File: src/rtl/ram_arb_pkg.sv
// rtl/ram_arb_pkg.sv - shared types for the data_ram arbiter
package ram_arb_pkg;

  typedef enum logic [1:0] {
    IDLE = 2'd0,
    GNT0 = 2'd1,
    GNT1 = 2'd2
  } arb_state_t;

  typedef enum logic {
    M0 = 1'b0,
    M1 = 1'b1
  } master_t;

  // A one-bit counter is still needed when LOCK_MAX is 1, so the width is never 0.
  function automatic int lock_cnt_width(input int lock_max);
    return (lock_max > 1) ? $clog2(lock_max) : 1;
  endfunction

endpackage

File: src/rtl/ram_arbiter_if.sv
// rtl/ram_arbiter_if.sv - M0/M1 request ports and the data_ram port of the arbiter
interface ram_arbiter_if #(
  parameter int AW = 32,
  parameter int DW = 32,
  parameter int SW = 4
);
  logic          m0_req;
  logic          m0_we;
  logic [SW-1:0] m0_sel;
  logic [AW-1:0] m0_addr;
  logic [DW-1:0] m0_wdata;
  logic [DW-1:0] m0_rdata;
  logic          m0_ack;
  logic          m0_stall;

  logic          m1_req;
  logic          m1_we;
  logic [SW-1:0] m1_sel;
  logic [AW-1:0] m1_addr;
  logic [DW-1:0] m1_wdata;
  logic [DW-1:0] m1_rdata;
  logic          m1_ack;
  logic          m1_lock;

  logic          ram_ce;
  logic          ram_we;
  logic [SW-1:0] ram_sel;
  logic [AW-1:0] ram_addr;
  logic [DW-1:0] ram_wdata;
  logic [DW-1:0] ram_rdata;

  modport slave (
    input  m0_req, m0_we, m0_sel, m0_addr, m0_wdata,
    output m0_rdata, m0_ack, m0_stall,
    input  m1_req, m1_we, m1_sel, m1_addr, m1_wdata, m1_lock,
    output m1_rdata, m1_ack,
    output ram_ce, ram_we, ram_sel, ram_addr, ram_wdata,
    input  ram_rdata
  );

  modport master (
    output m0_req, m0_we, m0_sel, m0_addr, m0_wdata,
    input  m0_rdata, m0_ack, m0_stall,
    output m1_req, m1_we, m1_sel, m1_addr, m1_wdata, m1_lock,
    input  m1_rdata, m1_ack,
    input  ram_ce, ram_we, ram_sel, ram_addr, ram_wdata,
    output ram_rdata
  );

endinterface

File: src/rtl/ram_arb_pick.sv
// rtl/ram_arb_pick.sv - grant selection for an idle arbiter
// ARB_ROUND_ROBIN_EN: simultaneous requests go to the master that was not served last.
module ram_arb_pick
  import ram_arb_pkg::*;
(
  input  logic    req0,
  input  logic    req1,
  input  master_t last,
  output master_t gnt,
  output logic    valid
);

`ifndef ARB_ROUND_ROBIN_EN
  logic unused_last;
  assign unused_last = last;
`endif

  always_comb begin
    valid = req0 | req1;
    gnt   = M0;
    if (req0 && req1) begin
`ifdef ARB_ROUND_ROBIN_EN
      gnt = (last == M0) ? M1 : M0;
`else
      gnt = M0;
`endif
    end else if (req1) begin
      gnt = M1;
    end
  end

endmodule

File: src/rtl/ram_arbiter.sv
// rtl/ram_arbiter.sv - shares the data_ram port between cpu (M0) and DMA (M1)
// ARB_ROUND_ROBIN_EN (in ram_arb_pick) switches simultaneous requests from M0 priority to round robin.
module ram_arbiter
  import ram_arb_pkg::*;
#(
  parameter int AW       = 32,
  parameter int DW       = 32,
  parameter int SW       = 4,
  parameter int LOCK_MAX = 16
) (
  input logic          clk,
  input logic          rst,
  ram_arbiter_if.slave bus
);

  localparam int LCW = lock_cnt_width(LOCK_MAX);
  localparam logic [LCW-1:0] LOCK_LAST = LCW'(LOCK_MAX - 1);

  arb_state_t    state;
  master_t       last;
  logic [LCW-1:0] lock_cnt;

  master_t       pick_gnt;
  logic          pick_valid;
  logic          acc0;
  logic          acc1;
  logic          mux_we;
  logic [SW-1:0] mux_sel;
  logic [AW-1:0] mux_addr;
  logic [DW-1:0] mux_wdata;

  ram_arb_pick u_pick (
    .req0  (bus.m0_req),
    .req1  (bus.m1_req),
    .last  (last),
    .gnt   (pick_gnt),
    .valid (pick_valid)
  );

  // A grant only turns into a ram access while its master still requests.
  always_comb begin
    acc0      = (state == GNT0) && bus.m0_req;
    acc1      = (state == GNT1) && bus.m1_req;
    mux_we    = 1'b0;
    mux_sel   = '0;
    mux_addr  = '0;
    mux_wdata = '0;
    if (acc0) begin
      mux_we    = bus.m0_we;
      mux_sel   = bus.m0_sel;
      mux_addr  = bus.m0_addr;
      mux_wdata = bus.m0_wdata;
    end else if (acc1) begin
      mux_we    = bus.m1_we;
      mux_sel   = bus.m1_sel;
      mux_addr  = bus.m1_addr;
      mux_wdata = bus.m1_wdata;
    end
  end

  assign bus.ram_ce    = acc0 | acc1;
  assign bus.ram_we    = mux_we;
  assign bus.ram_sel   = mux_sel;
  assign bus.ram_addr  = mux_addr;
  assign bus.ram_wdata = mux_wdata;
  assign bus.m0_ack    = acc0;
  assign bus.m1_ack    = acc1;
  assign bus.m0_rdata  = acc0 ? bus.ram_rdata : '0;
  assign bus.m1_rdata  = acc1 ? bus.ram_rdata : '0;
  assign bus.m0_stall  = bus.m0_req & ~acc0;

  always_ff @(posedge clk) begin
    if (rst) begin
      state    <= IDLE;
      last     <= M1;
      lock_cnt <= '0;
    end else begin
      case (state)
        IDLE: begin
          lock_cnt <= '0;
          if (pick_valid) begin
            state <= (pick_gnt == M0) ? GNT0 : GNT1;
          end
        end
        GNT0: begin
          if (acc0) begin
            last <= M0;
          end
          state <= IDLE;
        end
        GNT1: begin
          if (acc1) begin
            last <= M1;
          end
          // lock_cnt counts beats already taken, so LOCK_LAST marks the final allowed one.
          if (acc1 && bus.m1_lock && (lock_cnt < LOCK_LAST)) begin
            lock_cnt <= lock_cnt + 1'b1;
          end else begin
            state    <= IDLE;
            lock_cnt <= '0;
          end
        end
        default: begin
          state    <= IDLE;
          lock_cnt <= '0;
        end
      endcase
    end
  end

endmodule

File: src/flat_wrapper.sv
// flat-port wrapper written by rule: the top's interface ports become plain ports
module ram_arbiter_flat import ram_arb_pkg::*;
#(
  parameter int AW       = 32,
  parameter int DW       = 32,
  parameter int SW       = 4,
  parameter int LOCK_MAX = 16
)
  (clk, rst, bus_m0_req, bus_m0_we, bus_m0_sel, bus_m0_addr, bus_m0_wdata, bus_m0_rdata, bus_m0_ack, bus_m0_stall, bus_m1_req, bus_m1_we, bus_m1_sel, bus_m1_addr, bus_m1_wdata, bus_m1_lock, bus_m1_rdata, bus_m1_ack, bus_ram_ce, bus_ram_we, bus_ram_sel, bus_ram_addr, bus_ram_wdata, bus_ram_rdata);
  ram_arbiter_if #(.AW(AW), .DW(DW), .SW(SW)) bus_i ();
  input logic clk;
  input logic rst;
  input wire logic [$bits(bus_i.m0_req)-1:0] bus_m0_req;
  input wire logic [$bits(bus_i.m0_we)-1:0] bus_m0_we;
  input wire logic [$bits(bus_i.m0_sel)-1:0] bus_m0_sel;
  input wire logic [$bits(bus_i.m0_addr)-1:0] bus_m0_addr;
  input wire logic [$bits(bus_i.m0_wdata)-1:0] bus_m0_wdata;
  output wire logic [$bits(bus_i.m0_rdata)-1:0] bus_m0_rdata;
  output wire logic [$bits(bus_i.m0_ack)-1:0] bus_m0_ack;
  output wire logic [$bits(bus_i.m0_stall)-1:0] bus_m0_stall;
  input wire logic [$bits(bus_i.m1_req)-1:0] bus_m1_req;
  input wire logic [$bits(bus_i.m1_we)-1:0] bus_m1_we;
  input wire logic [$bits(bus_i.m1_sel)-1:0] bus_m1_sel;
  input wire logic [$bits(bus_i.m1_addr)-1:0] bus_m1_addr;
  input wire logic [$bits(bus_i.m1_wdata)-1:0] bus_m1_wdata;
  input wire logic [$bits(bus_i.m1_lock)-1:0] bus_m1_lock;
  output wire logic [$bits(bus_i.m1_rdata)-1:0] bus_m1_rdata;
  output wire logic [$bits(bus_i.m1_ack)-1:0] bus_m1_ack;
  output wire logic [$bits(bus_i.ram_ce)-1:0] bus_ram_ce;
  output wire logic [$bits(bus_i.ram_we)-1:0] bus_ram_we;
  output wire logic [$bits(bus_i.ram_sel)-1:0] bus_ram_sel;
  output wire logic [$bits(bus_i.ram_addr)-1:0] bus_ram_addr;
  output wire logic [$bits(bus_i.ram_wdata)-1:0] bus_ram_wdata;
  input wire logic [$bits(bus_i.ram_rdata)-1:0] bus_ram_rdata;
  assign bus_i.m0_req = bus_m0_req;
  assign bus_i.m0_we = bus_m0_we;
  assign bus_i.m0_sel = bus_m0_sel;
  assign bus_i.m0_addr = bus_m0_addr;
  assign bus_i.m0_wdata = bus_m0_wdata;
  assign bus_m0_rdata = bus_i.m0_rdata;
  assign bus_m0_ack = bus_i.m0_ack;
  assign bus_m0_stall = bus_i.m0_stall;
  assign bus_i.m1_req = bus_m1_req;
  assign bus_i.m1_we = bus_m1_we;
  assign bus_i.m1_sel = bus_m1_sel;
  assign bus_i.m1_addr = bus_m1_addr;
  assign bus_i.m1_wdata = bus_m1_wdata;
  assign bus_i.m1_lock = bus_m1_lock;
  assign bus_m1_rdata = bus_i.m1_rdata;
  assign bus_m1_ack = bus_i.m1_ack;
  assign bus_ram_ce = bus_i.ram_ce;
  assign bus_ram_we = bus_i.ram_we;
  assign bus_ram_sel = bus_i.ram_sel;
  assign bus_ram_addr = bus_i.ram_addr;
  assign bus_ram_wdata = bus_i.ram_wdata;
  assign bus_i.ram_rdata = bus_ram_rdata;
  ram_arbiter #(.AW(AW), .DW(DW), .SW(SW), .LOCK_MAX(LOCK_MAX)) u_core (.clk(clk), .rst(rst), .bus(bus_i));
endmodule
File: config.mk
export PLATFORM = sky130hd
export DESIGN_NAME = ram_arbiter_flat
export DESIGN_NICKNAME = d
export VERILOG_FILES = /design/src/rtl/ram_arb_pkg.sv /design/src/rtl/ram_arbiter_if.sv /design/src/rtl/ram_arb_pick.sv /design/src/rtl/ram_arbiter.sv /design/src/flat_wrapper.sv
export SDC_FILE = /design/constraint.sdc
export NUM_CORES = 1
export LEC_CHECK = 0
export ABC_AREA = 1
export BUFFER_PORTS_ARGS = -buffer_cell sky130_fd_sc_hd__buf_2
export CELL_PAD_IN_SITES_DETAIL_PLACEMENT = 1
export CELL_PAD_IN_SITES_GLOBAL_PLACEMENT = 1
export CORE_ASPECT_RATIO = 0.5
export CORE_MARGIN = 4
export CORE_UTILIZATION = 12
export CTS_BUF_LIST = sky130_fd_sc_hd__clkbuf_8
export DETAILED_ROUTE_END_ITERATION = 10
export PLACE_DENSITY_LB_ADDON = 0.1
export SLEW_MARGIN = 20
export SYNTH_ARGS = -nofsm -noshare
export SYNTH_HDL_FRONTEND = slang
export SYNTH_SLANG_ARGS = --single-unit
File: constraint.sdc
create_clock -name clk -period 0.9 [get_ports clk]
set_input_delay 0 -clock clk [delete_from_list [all_inputs] [get_ports clk]]
set_output_delay 0 -clock clk [all_outputs]
set_load 0.1 [all_outputs]
======== Yosys cells after proc, flatten, opt, wreduce, memory -nomap -nowiden ========
Cells that the tools add are included.
Widths: inputs -> output; s select.
operators by class
  $add $sub $neg .......................... 1
  $lt $le $gt $ge ......................... 1
  eq/ne operators ......................... 4
  mux-type cells .......................... 18
  bitwise gates (word level) .............. 4
  reduce and logical (&&, ||, !) cells .... 7
operators with widths
  operator             count
  $mux 32              6
  $mux 4               3
  $pmux 4 s2           1
  $mux 2               3
  $logic_and 1x1->1    5
  $add 4x1->4 const B  1
  $lt 4x4->1 const B   1
  $mux 1               4
  $pmux 2 s2           1
  $eq 2x1->1 const B   1
  $eq 2x2->1 const B   1
  $logic_not 2->1      1
  $ne 2x1->1 const B   1
  $ne 2x2->1 const B   1
  $or 1x1->1           2
  $reduce_and 2->1     1
  $and 1x1->1          1
  $not 1->1            1
word-level totals
  register bits ........................... 6
  input bits .............................. 175
  output and inout bits ................... 137
  word-level logic and storage cells ...... 37

======== Logic depth before layout (Yosys ltp) ========
Gate-level depths: netlist (run 1).
  depth after elaboration ................. 6
  gate-level depth with buffers ........... 7
  mapped depth without buffers ............ 6

======== Cells and area by module ========
Synthesis (run 1) repeated with hierarchy kept, for this count alone.
unflattened totals
  cell total of the unflattened synthesis .. 381
  area total of the unflattened synthesis .. 1690.4 um2
modules (own cells, without submodules)
  module        times used  cells an instance  area an instance (um2)  seq. area each (um2)
  ram_arbiter   1           377                1675.4                  140.1
  ram_arb_pick  1           4                  15.0                    0.0

======== Worst setup path after synthesis (run 1) ========
OpenSTA, ideal clock, no wires.
  path kind ............................... flip-flop to output port
  start ................................... reg u_core.state[1]
  end ..................................... out bus_m1_rdata[22]
  data arrival time ....................... 2.094 ns
  data required time ...................... 0.900 ns
  path slack .............................. -1.194 ns
  cell stages (with the launch flop) ...... 4
  buffers on the path ..................... 1
  cell sequence ........................... dfxtp_1 -> nand3_4 -> clkbuf_1 -> nor2_1
between the ends
  cells in the longest elaborated chain, start to end .. 3
RTL lines
  item                      line                RTL
  start: declaration        ram_arbiter.sv:19   arb_state_t state;
  start signal: assignment  ram_arbiter.sv:82   state <= (pick_gnt == M0) ? GNT0 : GNT1;
  $eq 2x2->1                ram_arbiter.sv:43   acc1 = (state == GNT1) && bus.m1_req;
  $logic_and 1x1->1         ram_arbiter.sv:43
  $mux 32                   ram_arbiter.sv:69   assign bus.m1_rdata = acc1 ? bus.ram_rdata : '0;
  end: declaration          flat_wrapper.sv:27  output wire logic [$bits(bus_i.m1_rdata)-1:0] bus_m1_rdata;
Every way passes these cells.

======== Worst setup path after layout (run 1) ========
  start ................................... reg u_core.state[0]
  end ..................................... out bus_ram_addr[12]
between the ends
  cells in the longest elaborated chain, start to end .. 4
  elaborated cells on any way between the ends .. 6
  those cells by class .................... 2 x eq/ne; 2 x mux; 2 x reduce/logical
RTL lines
  item               line                RTL
  $eq 2x2->1         ram_arbiter.sv:43
  $logic_and 1x1->1  ram_arbiter.sv:43
  $mux 32            ram_arbiter.sv:53   end else if (acc1) begin
  $mux 32 (*)        ram_arbiter.sv:48   if (acc0) begin
  end: declaration   flat_wrapper.sv:32  output wire logic [$bits(bus_i.ram_addr)-1:0] bus_ram_addr;
Mark *: on every way between the ends. The rest lies on a longest branch, timed or not.

==> results of run 1 <==
-- layout make-up --
cell class / instances / area, sq um
inverters: 39 / 169
flip-flops and latches: 6 / 125
fillers: 1267 / 5400
repair buffers: 344 / 4080
multi-input cells: 168 / 1960
clock buffers: 3 / 41.3
well taps: 165 / 206
-- power by group --
group	switching [mW]	leakage, nW	internal (mW)
logic	2.16	2.99	1.34
clock network	0.110	0.0216	0.287
registers	0.00731	0.0505	0.275
-- logic make-up (layout without fill, tap and decap cells) --
group / after synthesis / in the layout / share of synthesized area
simple gates: 93 / 93 / 0.264
fa+ha+maj: 1 / 1 / 0.00840
compound gates: 74 / 74 / 0.420
flops: 6 / 6 / 0.0807
buf+inv: 59 / 386 / 0.227
-- registers in the layout, indices dropped and copies added (netlist names) --
signal,count
u_core.lock_cnt,4
u_core.state,2
-- stage by stage --
stage               power [mW]  setup WS (ns)  hold slack, ns
global route              4.34         -0.632          0.0319
global placement          3.60         -0.360           0.230
CTS                       4.11         -0.585         0.00445
floorplan                 2.25         -0.523          0.0593
detailed placement        3.63         -0.391           0.240
finish                    4.18         -0.577         0.00701
-- repair_timing --
action | 4_1_cts | 5_1_grt
hold endpoints to repair | 0 | 0
hold buffers | 0 | 0
gates cloned | 2 | 4
pin swaps | 0 | 1
setup endpoints to repair | 142 | 142
gates resized for setup | 22 | 28
buffers inserted | 2 | 2
-- layout by cell type (no fill, tap or decap), types with 5 or more instances in the layout --
master,Yosys,final
a22o_4,0,41
buf_12,0,144
inv_1,36,36
nand2_1,15,10
buf_6,14,8
nor2_4,2,64
nor2_1,70,5
buf_2,3,174
buf_4,0,12
a22o_2,0,27
-- path summary, 6_finish.rpt --
check | start | endpoint | slack [ns] | depth (start not counted)
max | u_core.state[0] | bus_ram_addr[12] | -0.58 | 7
min | rst | u_core.lock_cnt[1] | 0.007 | 2
max reg2reg | u_core.state[0] | u_core.state[1] | -0.35 | 6
min reg2reg | u_core.state[0] | u_core.state[0] | 0.53 | 2
-- layer usage --
layer	up-vias	GRT usage	wire (um)	share of wire
met1	1414	0.164	4250	0.32
met5	-	0	0	0
met3	14	0.0233	767	0.057
li1	1456	-	-	-
met2	104	0.365	8220	0.61
met4	0	0.0210	184	0.014
-- worst reg2reg max path, cell delays in order, from the launching register on --
cell     delay (ns)
dfxtp_2        0.34
inv_4          0.05
nand3_4        0.13
buf_4          0.33
nor2_4         0.09
a21oi_1        0.13
nor2_1         0.06
==> impl_metrics.ini, run 1 <==
[timing]
hold_viol = 0
slew_viol_final = 0
setup_tns_ns = -71.93
tightest_slew_ns = 0.344
setup_slack_ns = -0.577
setup_viol = 142
finalCritPeriodShare = 1.64
fmax_ghz = 0.677
relSlewSlack = 0.770
period_minus_slack_ns = 1.48
rsz0062_at_grt = yes
clock_skew_ns = 0.00238

[finish]
finalNetCount = 738
fin_cells = 725
final_area_sq_um = 6580
syn_to_final_growth_pct = 342
fin_util = 0.549
insertedDiodeCount = 0
drive_gt1_frac = 0.889

[pwr]
ir_drop_mv = 0.812
powerDensity_nw_per_um2 = 635
p_leak_nw = 3.06

[cts]
clock_latency_ns = 0.22
clock-sinks = 6
clk_pin_slew_worst_paths_ns = 0.04
cts_htree_levels = 1
root_buffer = clkbuf_8
numCtsBuffers = 3
clk_path_buf_depth = 2
cts_tree = yes

[critical_path]
path_cells = inv_4 > nor2_4 > nand2_4 > clkinv_8 > buf_6 > a22o_2 > buf_12
crit_family = buffers and inverters
crit_type = reg2out
critPathBufInv = 4
crit_arrival_ns = 1.48
crit_slowest_cell = dfxtp_2
crit_path_max_fanout = 11
max_stage_delay_ns = 0.32
critical_path.endpoint_type = primary output
startpoint_type = flip-flop
crit_required_ns = 0.90

[yosys]
synthTopCellsByCount = 70 x nor2_1, 68 x a22o_1, 36 x inv_1
netlist.top_cell.by_area = a22o_1
ys_types = 21
async_flop_share = 0
synthDominantCellAreaShare = 0.400
synth-edff-count = 0
netlist_area_sq_um = 1490
yosys_warnings = 0
ys_ff_latch = 6
synth_most_common_cell = nor2_1
ys_top_cells_by_area = a22o_1 40%, nor2_1 18%, buf_6 11%
netlist_instances = 233
avgSynthCellArea_sq_um = 6.39
yosysSeqAreaShare = 0.0807
ys.flop_type = dfxtp_1
syn_nets = 409

[detailed_routing]
ant_nets = 0
wl_per_cell_um = 18.5
via_per_inst = 4.12
drt_iter0_markers = 118
vias = 2988
drtPass1Iterations = 4
drc = 0
drt-total-wl_um = 13400

[placed_design]
gp_congestion = 0.811
io_buffer_count = 311
place_inst = 714
hpwl_um = 11400
placed_cell_area_sq_um = 6100

[run]
maxCapViolCount = 0

[die]
coreArea_sq_um = 12000
ios = 312
dieArea_sq_um = 14400
start_util = 0.124
die_h_um = 86.8
core.rowCount = 28
die_w_um = 166

[global_routing]
grt_pass1_wl_um = 18600
overflow = 0
grt_pass1_vias = 3176
gr-usage-all-layers = 0.165
grt_max_degree = 24
antenna_found_initial = 0

[status]
status = finished with violations
violations = negative setup slack

[hold_path]
hold_path_class = in2reg
No activity file was read; power rests on OpenSTA's default activity.
==> inputs of run 2 (changes only) <==
PLACE_DENSITY = 0.78   (was default)
PLACE_DENSITY_LB_ADDON = default   (was 0.1)
==> run 2 against run 1 <==
Critical path depth unchanged. Final cell count increased by 2.8%. Non-clock buffer count increased by 13. Final area up 2.8%. Maximum frequency is 8.2% lower. Flip-flop and latch count stayed put. Largest cell class unchanged. Power grew 7.4%. Via count grew 10%. Hold slack gained 0.16 ns. Sequential share of layout area about the same. Count of clock-buffer cells in the layout unchanged. The flow still finishes with violations (negative setup slack). Clock skew rose by 0.0093 ns.
==> impl_metrics.ini, run 2 (synthesized netlist as in run 1, its figures left out) <==
[placed_design]
place_inst = 718
io_buffer_count = 311
gp_congestion = 0.806
place_ws_ns = -0.440
placed_cell_area_sq_um = 6140
hpwl_um = 13200

[detailed_routing]
ant_nets = 0
via_per_inst = 4.41
wl_per_cell_um = 24.9
drt_iter0_markers = 130
drc = 0
vias = 3289
drtPass1Iterations = 4
drt-total-wl_um = 18500

[timing]
relSlewSlack = 0.769
rsz0062_at_grt = yes
setup_viol = 143
period_minus_slack_ns = 1.61
slew_viol_final = 0
hold_viol = 0
finalCritPeriodShare = 1.79
setup_tns_ns = -91.13
clock_skew_ns = 0.0117
setup_slack_ns = -0.710
tightest_slew_ns = 0.342
fmax_ghz = 0.621

[finish]
finalNetCount = 751
syn_to_final_growth_pct = 354
fin_util = 0.565
final_area_sq_um = 6770
reg_top3 = u_core.lock_cnt (4), u_core.state (2)
final_common_cell = buf_2
top_register = u_core.lock_cnt
mostFrequentLayoutCells = 174 x buf_2, 149 x buf_12, 67 x nor2_4
largest_register_ffs = 4
fin_cells = 745
fillers = 1271
drive_gt1_frac = 0.897

[hold_path]
holdPathEnd = u_core.lock_cnt[2]
hold_path_class = in2reg
min_path_cells = 5
min_from = bus_m1_lock

[critical_path]
r2r_cells = 8
crit_arrival_ns = 1.61
critical_path.endpoint_type = primary output
reg2reg_slack_ns = -0.61
crit_path_max_fanout = 16
reg2reg_to = u_core.lock_cnt[3]
crit_type = reg2out
reg2reg_from = u_core.state[0]
startpoint_type = flip-flop
crit_required_ns = 0.90

[status]
status = finished with violations
violations = negative setup slack

[pwr]
powerDensity_nw_per_um2 = 663
combPwrFrac = 0.820
power_frac_clock = 0.118
p_leak_nw = 3.12
intPower_mw = 1.95
p_seq_frac = 0.063
p_sw_mw = 2.53
netSwitchingFraction = 0.564
ir_drop_mv = 0.483

[cts]
clock-sinks = 6
numCtsBuffers = 3
root_buffer = clkbuf_8
cts_tree = yes
clk_pin_slew_worst_paths_ns = 0.06
clk_path_buf_depth = 2
cts_htree_levels = 1
clock_latency_ns = 0.27

[die]
start_util = 0.124
ios = 312
dieArea_sq_um = 14400
coreArea_sq_um = 12000
die_h_um = 86.8
die_w_um = 166
core.rowCount = 28

[global_routing]
antenna_found_initial = 5
gr-usage-all-layers = 0.213
grt_max_degree = 28
overflow = 0
grt_pass1_wl_um = 23100
grt_pass1_vias = 3664

[run]
maxCapViolCount = 0
-- run 2: cell types whose count changed in the layout (fill, tap and decap cells not counted), moves of 3 or more --
cell | previous run | this run
a22o_4 | 41 | 31
diode_2 | 0 | 7
nor2_4 | 64 | 67
a22o_2 | 27 | 37
buf_8 | 1 | 7
buf_12 | 144 | 149
-- run 2: critical path: stages, from the launching register on --
cell	delay, ns
dfxtp_4	0.37
inv_6	0.08
nor2_4	0.04
nand2_4	0.12
clkinv_8	0.12
buf_12	0.17
a22o_2	0.25
buf_12	0.17
-- run 2: per-stage QoR --
step                      total power [mW]  hold WS [ns]
after floorplan                       2.25        0.0593
after global placement                3.61         0.226
after detailed placement              3.68         0.228
after CTS                             4.27         0.117
after global routing                  4.59         0.180
final                                 4.48         0.166
-- run 2: cell type report --
cell class | count | area [sq um] | area share
timing repair buffer | 357 | 4280 | 0.632
multi-input combinational | 168 | 1920 | 0.284
tap | 165 | 206 | 0.0305
inverter | 39 | 171 | 0.0253
sequential | 6 | 130 | 0.0192
clock buffer | 3 | 41.3 | 0.00610
antenna | 7 | 17.5 | 0.00259
-- run 2: layer usage --
layer / vias up / wire length (um) / GRT usage
met3: 43 / 1150 / 0.0409
met1: 1620 / 6250 / 0.225
met4: 0 / 573 / 0.0861
li1: 1485 / - / -
met5: - / 0 / 0
met2: 141 / 10500 / 0.418
-- run 2: repair_timing --
item	4_1_cts	5_1_grt
setup buffers	10	4
hold buffers	1	0
cloned	3	2
setup endpoints to repair	142	143
pin swaps	12	17
gates resized for setup	39	35
endpoints found under the hold margin	4	0
-- run 2: worst max-delay path by stage --
stage	end	cells past startpoint	startpoint
5_1_grt	bus_ram_addr[16]	7	u_core.state[0]
6_report	bus_ram_addr[16]	7	u_core.state[0]
3_3_place_gp	bus_m1_rdata[19]	7	u_core.state[0]
4_1_cts	bus_ram_addr[18]	6	u_core.state[0]
2_1_floorplan	bus_m1_rdata[0]	3	u_core.state[0]
3_5_place_dp	bus_m1_rdata[11]	7	u_core.state[0]
-- run 2: power by group through the flow --
stage / sequential (mW) / combinational [mW] / clock, mW
after floorplan: 0.286 / 1.96 / 0
after global placement: 0.285 / 3.33 / 0
after detailed placement: 0.286 / 3.39 / 0
after CTS: 0.281 / 3.53 / 0.455
after global routing: 0.282 / 3.77 / 0.542
final: 0.282 / 3.67 / 0.527
==> inputs of run 3 (changes only) <==
BUFFER_PORTS_ARGS = -buffer_cell sky130_fd_sc_hd__clkbuf_2   (was -buffer_cell sky130_fd_sc_hd__buf_2)
CAP_MARGIN = 20   (was default)
==> run 3 against run 2 <==
The run still ends with negative setup slack left. Sequential share of layout area barely moved. First-iteration DRC count fell by 37%. Setup slack improved by 0.098 ns. Final cell count fell by 2.1%. Clock skew fell by 0.0083 ns. Register-to-register slack improved by 0.10 ns. Hold slack got worse by 0.11 ns. Die area did not move. Critical endpoint is now bus_ram_wdata[23]. Largest cell class unchanged. Largest power group unchanged.
==> impl_metrics.ini, run 3 (synthesized netlist as in run 1, its figures left out) <==
[detailed_routing]
vias = 3182
wl_per_cell_um = 23.3
via_per_inst = 4.36
drc = 0
drtPass1Iterations = 4
drt_iter0_markers = 82
drt-total-wl_um = 17000
ant_nets = 0

[timing]
tightest_slew_ns = 0.321
rsz0062_at_grt = yes
period_minus_slack_ns = 1.51
relSlewSlack = 0.784
hold_ws_ns = 0.0586
hold_viol = 0
finalCritPeriodShare = 1.68
setup_viol = 142
fmax_ghz = 0.661
slew_viol_final = 0
clock_skew_ns = 0.00342
setup_slack_ns = -0.612

[finish]
drive_gt1_frac = 0.901
fin_cells = 729
mostFrequentLayoutCells = 174 x clkbuf_2, 151 x buf_12, 67 x nor2_4
largest_register_ffs = 4
syn_to_final_growth_pct = 345
insertedDiodeCount = 0
final_common_cell = clkbuf_2
reg_top3 = u_core.lock_cnt (4), u_core.state (2)
top_register = u_core.lock_cnt
finalNetCount = 742

[critical_path]
critical_path.endpoint_type = primary output
crit_required_ns = 0.90
crit_path_max_fanout = 13
crit_type = reg2out
reg2reg_to = u_core.lock_cnt[2]
crit_arrival_ns = 1.51
r2r_cells = 7
reg2reg_from = u_core.state[0]
reg2reg_slack_ns = -0.51
startpoint_type = flip-flop

[hold_path]
min_path_cells = 2
hold_path_class = in2reg
holdPathEnd = u_core.lock_cnt[1]
min_from = rst

[die]
start_util = 0.124
die_h_um = 86.8
core.rowCount = 28
die_w_um = 166
coreArea_sq_um = 12000
dieArea_sq_um = 14400
ios = 312

[cts]
clock-sinks = 6
clk_pin_slew_worst_paths_ns = 0.04
cts_tree = yes
clock_latency_ns = 0.22
root_buffer = clkbuf_8
numCtsBuffers = 3
cts_htree_levels = 1
clk_path_buf_depth = 2

[pwr]
p_leak_nw = 3.06
ir_drop_mv = 0.441
powerDensity_nw_per_um2 = 648

[global_routing]
overflow = 0
gr-usage-all-layers = 0.210
grt_pass1_wl_um = 22800
antenna_found_initial = 0
grt_max_degree = 28
grt_pass1_vias = 3657

[placed_design]
place_inst = 715
hpwl_um = 13400
io_buffer_count = 311
gp_congestion = 0.884

[status]
status = finished with violations
violations = negative setup slack

[run]
maxCapViolCount = 0
run 3: how the worst max path moves through the flow:
stage / from / endpoint / slack (ns) / depth (start not counted)
2_1_floorplan: u_core.state[0] / bus_m1_rdata[0] / -0.52 / 3
3_3_place_gp: u_core.state[0] / bus_m0_rdata[27] / -0.33 / 7
3_5_place_dp: u_core.state[0] / bus_m0_rdata[19] / -0.39 / 7
4_1_cts: u_core.state[0] / bus_ram_wdata[0] / -0.58 / 7
5_1_grt: u_core.state[0] / bus_ram_wdata[29] / -0.65 / 7
6_report: u_core.state[0] / bus_ram_wdata[23] / -0.61 / 7
run 3: layout make-up:
| type | instances | area (sq um) |
|---|---|---|
| Clock buffer | 3 | 41.3 |
| Fill cell | 1251 | 5360 |
| Inverter | 39 | 176 |
| Multi-Input combinational cell | 168 | 1890 |
| Sequential cell | 6 | 130 |
| Tap cell | 165 | 206 |
| Timing Repair Buffer | 348 | 4180 |
run 3: what timing repair did:
| action | CTS | global route |
|---|---|---|
| gates resized for setup | 44 | 20 |
| hold buffers | 0 | 0 |
| gates cloned | 3 | 1 |
| endpoints found under the setup margin | 143 | 143 |
| buffers inserted | 8 | 3 |
| pin swaps | 9 | 10 |
run 3: per-stage QoR:
step,setup slack (ns),TNS [ns],cell area (sq um),power (mW),util
floorplan,-0.523,-59.45,2270,2.25,-
global route,-0.649,-84.61,6620,4.41,0.552
CTS,-0.583,-74.59,6500,4.23,0.542
detailed placement,-0.390,-43.06,6130,3.68,0.512
finish,-0.612,-78.67,6620,4.29,0.552
global placement,-0.335,-38.31,6130,3.61,0.512
run 3: metal layers:
| layer | global-route usage | wire length, um | vias to the layer above |
|---|---|---|---|
| met5 | 0 | 0 | - |
| met4 | 0.0621 | 495 | 0 |
| met3 | 0.0437 | 1030 | 40 |
| met2 | 0.435 | 9910 | 134 |
| met1 | 0.209 | 5560 | 1544 |
| li1 | - | - | 1464 |
run 3: power by group:
part	total (mW)	internal, mW	switching, mW	leakage, nW
Sequential	0.282	0.271	0.0102	0.0511
Combinational	3.60	1.36	2.25	2.99
Clock	0.405	0.288	0.118	0.0216
run 3: critical path: stages (launching register included):
cell and delay (ns):
dfxtp_4 0.35, inv_6 0.08, nor2_4 0.05, nand2_4 0.10, clkinv_8 0.11, buf_16 0.17, a22o_4 0.25, buf_12 0.17
